**config.mk**
```make
export PLATFORM = sky130hd
export DESIGN_NAME = transaction_forwarder_flat
export DESIGN_NICKNAME = d
export VERILOG_FILES = /design/src/rtl/transaction_forwarder_if.sv /design/src/rtl/transaction_forwarder.sv /design/src/flat_wrapper.sv
export SDC_FILE = /design/constraint.sdc
export NUM_CORES = 1
export LEC_CHECK = 0
export CAP_MARGIN = 10
export CORE_AREA = 5 5 181 183
export DETAILED_ROUTE_END_ITERATION = 6
export DIE_AREA = 0 0 186 188
export PLACE_DENSITY_LB_ADDON = 0.25
export SYNTH_ARGS = -nofsm -noshare
export SYNTH_HDL_FRONTEND = slang
export SYNTH_SLANG_ARGS = --single-unit
```
**constraint.sdc**
```tcl
create_clock -name clock -period 2.8 [get_ports clock]
set_input_delay 0.56 -clock clock [delete_from_list [all_inputs] [get_ports clock]]
set_output_delay 0.56 -clock clock [all_outputs]
set_load 0.01 [all_outputs]
```
**src/rtl/transaction_forwarder_if.sv**
```systemverilog
// Valid/ready master port carrying one forwarded queue word
// and its source queue id toward memory.
interface transaction_forwarder_if #(
  parameter int DATA_WIDTH = 64,
  parameter int ID_WIDTH   = 2
);
  logic                  m_valid;
  logic [DATA_WIDTH-1:0] m_data;
  logic [ID_WIDTH-1:0]   m_id;
  logic                  m_ready;

  modport master (
    output m_valid,
    output m_data,
    output m_id,
    input  m_ready
  );

  modport slave (
    input  m_valid,
    input  m_data,
    input  m_id,
    output m_ready
  );
endinterface

```
**src/rtl/transaction_forwarder.sv**
```systemverilog
// MemorEDF downstream stage: pops the scheduled queue head, forwards it
// on a valid/ready port and returns a one-cycle consumed pulse.
module transaction_forwarder #(
  parameter int NUMBER_OF_QUEUES = 4,
  parameter int DATA_WIDTH       = 64,
  parameter int COUNTER_SIZE     = 32,
  localparam int IW = $clog2(NUMBER_OF_QUEUES)
) (
  input  logic clock,
  input  logic reset,
  input  logic i_enable,
  input  logic [IW-1:0] i_id,
  input  logic [NUMBER_OF_QUEUES-1:0] i_empty,
  input  logic [NUMBER_OF_QUEUES-1:0][DATA_WIDTH-1:0] i_queue_data,
  output logic [NUMBER_OF_QUEUES-1:0] o_pop,
  output logic o_consumed,
  output logic o_busy,
  output logic [NUMBER_OF_QUEUES-1:0][COUNTER_SIZE-1:0] o_forwarded_count,
  output logic o_drop_error,
  transaction_forwarder_if.master m
);

  typedef enum logic [1:0] {
    IDLE,
    CAPTURE,
    SEND,
    DONE
  } state_t;

  state_t r_state;
  logic [IW-1:0] r_id_q;
  logic r_m_valid;
  logic [DATA_WIDTH-1:0] r_m_data;
  logic [IW-1:0] r_m_id;
  logic r_consumed;
  logic r_drop_error;
  logic [NUMBER_OF_QUEUES-1:0][COUNTER_SIZE-1:0] r_count;
  logic w_head_empty;

  assign w_head_empty = i_empty[r_id_q];

  // Pop must land in the same cycle the head word is captured.
  always_comb begin
    o_pop = '0;
    if (r_state == CAPTURE) begin
      o_pop[r_id_q] = ~w_head_empty;
    end
  end

  always_ff @(posedge clock) begin
    if (reset) begin
      r_state      <= IDLE;
      r_id_q       <= '0;
      r_m_valid    <= 1'b0;
      r_m_data     <= '0;
      r_m_id       <= '0;
      r_consumed   <= 1'b0;
      r_drop_error <= 1'b0;
      r_count      <= '0;
    end else begin
      unique case (r_state)
        IDLE: begin
          if (i_enable) begin
            r_id_q  <= i_id;
            r_state <= CAPTURE;
          end
        end
        CAPTURE: begin
          if (!w_head_empty) begin
            r_m_data  <= i_queue_data[r_id_q];
            r_m_id    <= r_id_q;
            r_m_valid <= 1'b1;
            r_state   <= SEND;
          end else begin
            // Empty head still releases the scheduler to avoid deadlock.
            r_drop_error <= 1'b1;
            r_consumed   <= 1'b1;
            r_state      <= DONE;
          end
        end
        SEND: begin
          if (m.m_ready) begin
            r_m_valid <= 1'b0;
            r_count[r_id_q] <=
              r_count[r_id_q] + COUNTER_SIZE'(1);
            r_consumed <= 1'b1;
            r_state    <= DONE;
          end
        end
        DONE: begin
          r_consumed <= 1'b0;
          r_state    <= IDLE;
        end
        default: r_state <= IDLE;
      endcase
    end
  end

  assign m.m_valid         = r_m_valid;
  assign m.m_data          = r_m_data;
  assign m.m_id            = r_m_id;
  assign o_consumed        = r_consumed;
  assign o_busy            = (r_state != IDLE);
  assign o_drop_error      = r_drop_error;
  assign o_forwarded_count = r_count;

endmodule
```
**src/flat_wrapper.sv**
```systemverilog
// flat-port wrapper written by rule: the top's interface ports become plain ports
module transaction_forwarder_flat 
#(
  parameter int NUMBER_OF_QUEUES = 4,
  parameter int DATA_WIDTH       = 64,
  parameter int COUNTER_SIZE     = 32,
  localparam int IW = $clog2(NUMBER_OF_QUEUES)
)
  (clock, reset, i_enable, i_id, i_empty, i_queue_data, o_pop, o_consumed, o_busy, o_forwarded_count, o_drop_error, m_m_valid, m_m_data, m_m_id, m_m_ready);
  transaction_forwarder_if #(.DATA_WIDTH(DATA_WIDTH)) m_i ();
  input  logic clock;
  input  logic reset;
  input  logic i_enable;
  input  logic [IW-1:0] i_id;
  input  logic [NUMBER_OF_QUEUES-1:0] i_empty;
  input  logic [NUMBER_OF_QUEUES-1:0][DATA_WIDTH-1:0] i_queue_data;
  output logic [NUMBER_OF_QUEUES-1:0] o_pop;
  output logic o_consumed;
  output logic o_busy;
  output logic [NUMBER_OF_QUEUES-1:0][COUNTER_SIZE-1:0] o_forwarded_count;
  output logic o_drop_error;
  output wire logic [$bits(m_i.m_valid)-1:0] m_m_valid;
  output wire logic [$bits(m_i.m_data)-1:0] m_m_data;
  output wire logic [$bits(m_i.m_id)-1:0] m_m_id;
  input wire logic [$bits(m_i.m_ready)-1:0] m_m_ready;
  assign m_m_valid = m_i.m_valid;
  assign m_m_data = m_i.m_data;
  assign m_m_id = m_i.m_id;
  assign m_i.m_ready = m_m_ready;
  transaction_forwarder #(.NUMBER_OF_QUEUES(NUMBER_OF_QUEUES), .DATA_WIDTH(DATA_WIDTH), .COUNTER_SIZE(COUNTER_SIZE)) u_core (.clock(clock), .reset(reset), .i_enable(i_enable), .i_id(i_id), .i_empty(i_empty), .i_queue_data(i_queue_data), .o_pop(o_pop), .o_consumed(o_consumed), .o_busy(o_busy), .o_forwarded_count(o_forwarded_count), .o_drop_error(o_drop_error), .m(m_i));
endmodule
```
==> impl_metrics.py <==
metrics = {
    "outcome": {
        "status": "finished, final reports clean",
    },
    "clock_tree": {
        "ctsHoldBuffers": 0,
        "h-tree-depth": 1,
        "numCtsBuffers": 23,
        "clock_latency_ns": 0.50,
        "root_buffer": "clkbuf_16",
        "path_clk_slew_ns": 0.06,
        "clock_sinks": 201,
        "cts_tree": "built",
        "cts_buffer_depth": 3,
    },
    "synthesis": {
        "synth_warnings": 0,
        "syn-num-nets": 1250,
        "netlist_top_cells_area": "dfxtp_1, mux4_2, a211oi_1",
        "seq_area_frac_synth": 0.397,
        "synth_most_common_cell": "dfxtp_1",
        "synthDistinctLibCells": 44,
        "async_reset_ff_frac": 0,
        "netlist_area_mm2": 0.0101,
        "synth_edf_count": 0,
        "netlist.top_cell.by_area": "dfxtp_1",
        "ys_seq_elements": 201,
        "netlist_instances": 978,
        "synth_top_area_frac": 0.397,
        "synthTopCellsByCount": "dfxtp_1, nand2_1, nor2_1",
        "avgSynthCellArea_um2": 10.4,
        "synth-main-ff-cell": "dfxtp_1",
    },
    "critical_path": {
        "end_kind": "register",
        "worst_ep_arrival_time_ns": 3.08,
        "r2r_slack_ns": 0.08,
        "crit_chain": "buf_12 > mux4_2 > ha_1 > nand2_1 > nor2_1 > nand4_1 > xor2_1 > a211oi_1",
        "critical_path_class": "reg2reg",
        "critical_path.top_delay_family": "simple AND/OR/NAND/NOR gates",
        "critical_path.slowest_cell": "nor2_1",
        "cp_max_fo": 19,
        "slowest_delay_ns": 0.51,
        "startpoint_type": "register",
        "path_buf_inv": 1,
        "critical_path_required_ns": 3.16,
    },
    "layout": {
        "fill_cells": 2840,
        "syn_to_final_growth_pct": 56.5,
        "ff_latch_area_mm2": 0.00403,
        "layout.cells.non_filler": 1831,
        "multi_input_area_mm2": 0.00559,
        "layout-drive-gt1-share": 0.112,
        "fin_nets": 1683,
    },
    "detailed_routing": {
        "vias": 9325,
        "drc_errors": 0,
        "avgRoutedWirePerCell_um": 21.3,
        "drtAntennaViolNets": 0,
        "viasPerCell": 5.09,
        "drt_iter0_drc": 420,
        "drt_first_pass_iters": 4,
        "drt-total-wl_um": 39100,
    },
    "global_routing": {
        "grt_pass1_wl_um": 57600,
        "grt_pass1_vias": 9472,
        "grt_max_degree": 63,
        "grt_overflow_total": 0,
        "antenna_found_initial": 3,
        "grt.total_usage": 0.210,
    },
    "placed_design": {
        "place.port_buffers": 467,
        "dp_hpwl_um": 30000,
        "place_ws_ns": -0.333,
        "placedCellCount": 1787,
        "gp_congestion": 0.834,
    },
    "power": {
        "p_leak_uw": 0.00527,
        "ir_worst_vdd_v": 0.000359,
        "power_density_mw_per_mm2": 596,
        "report.power.total_uw": 9450,
    },
    "job": {
        "drv_cap": 0,
    },
    "sta": {
        "fin_setup_tns_ns": 0,
        "max_slew.worst_pin.slew_ns": 0.690,
        "max_freq_mhz": 367,
        "period_needed_ns": 2.72,
        "maxSlewHeadroom": 0.540,
        "fin_crit_sh": 0.972,
        "skew_ns": 0.00615,
        "hold_violations": 0,
        "setup_viol": 0,
        "setup_slack_ns": 0.0772,
        "grt_setup_unrepaired": "true",
        "slew_violations": 0,
    },
    "worst_hold_path": {
        "hp-class": "reg2reg",
    },
    "floorplan": {
        "ioPinCount": 468,
        "die_h_um": 188,
        "core_mm2": 0.0311,
        "initial_core_util": 0.326,
        "fp-row-count": 65,
        "die-area_mm2": 0.0350,
        "die_x_um": 186,
    },
}
metal layers:
metal	wire [um]	vias up	global-route usage	share of wire
met4	787	2	0.0451	0.020
li1	-	4471	-	-
met5	13	-	0	0.00033
met3	3500	43	0.0694	0.090
met1	15900	4484	0.267	0.41
met2	18800	325	0.347	0.48
tightest hold or removal path: cells and delay by family (launching register included):
kind / cells / cell delay, ns
flops: 1 / 0.31
compound gates: 1 / 0.05
simple gates: 1 / 0.05
registers in the layout, summed over array words and instances (netlist names):
name and cells:
u_core.o_forwarded_count 128, u_core.m.m_data 64, u_core.m.m_id 2, u_core.r_id_q 2
u_core.r_state 2, u_core.m.m_valid 1, u_core.o_consumed 1, u_core.o_drop_error 1
placed cells by master (no fill, tap or decap), drive strengths merged, types with 4 or more instances in the layout:
| master | count |
|---|---|
| clkdlybuf4s50 | 462 |
| dfxtp | 201 |
| nand2 | 154 |
| nor2 | 141 |
| a211oi | 120 |
| mux4 | 97 |
| a21oi | 72 |
| clkbuf | 37 |
| buf | 28 |
| xor2 | 22 |
| mux2i | 15 |
| nand3 | 13 |
| nand4 | 13 |
| nor3 | 8 |
| inv | 6 |
| xnor2 | 6 |
| ha | 6 |
| dlygate4sd2 | 4 |
area by class of cell:
cell class	instances	share of cell area
multi-input cells	685	0.353
repair buffers	494	0.315
flip-flops and latches	201	0.254
clock buffers	37	0.0434
well taps	402	0.0317
inverters	6	0.00142
clock inverters	3	0.000947
diodes	3	0.000473
metrics by stage:
step                      cell area [um^2]  hold slack [ns]   util
final                                15900            0.452  0.510
after floorplan                      10100            0.481      -
after CTS                            15800            0.455  0.510
after global routing                 15900            0.468  0.510
after global placement               15100            0.441  0.487
after detailed placement             15100            0.446  0.487
timing repair:
item                                    in CTS  in global routing
setup buffers                                0                  1
pin swaps                                    0                  1
endpoints found under the setup margin       4                 41
resized for setup                            6                  0
power breakdown:
part	leakage (uW)	switching, uW	internal [uW]
clock	0.000348	1170	1670
combinational	0.00330	1540	1680
sequential	0.00163	225	3170
total	0.00527	2930	6520
kinds of logic (layout without fill, tap and decap cells):
group                    count (synthesis)  count (layout)  synth area share
AO/OA/AOI/OAI                          196             196             0.129
buffers and inverters                   92             540            0.0540
AND/OR/NAND/NOR                        343             343             0.148
adder cells (fa/ha/maj)                  6               6           0.00741
other                                    0               3                 0
flip-flops                             201             201             0.397
XOR/XNOR                                28              28            0.0249
multiplexers                           112             112             0.240
worst paths after layout:
path                            cells after the start               start                            end
worst max-delay path                                8    u_core.r_id_q[0]  u_core.o_forwarded_count[120]
worst min-delay path                                2  u_core.m.m_data[7]             u_core.m.m_data[7]
worst max register to register                      8    u_core.r_id_q[0]  u_core.o_forwarded_count[120]
worst min register to register                      2  u_core.m.m_data[7]             u_core.m.m_data[7]
Note: power is estimated with default switching activity, not from simulation.
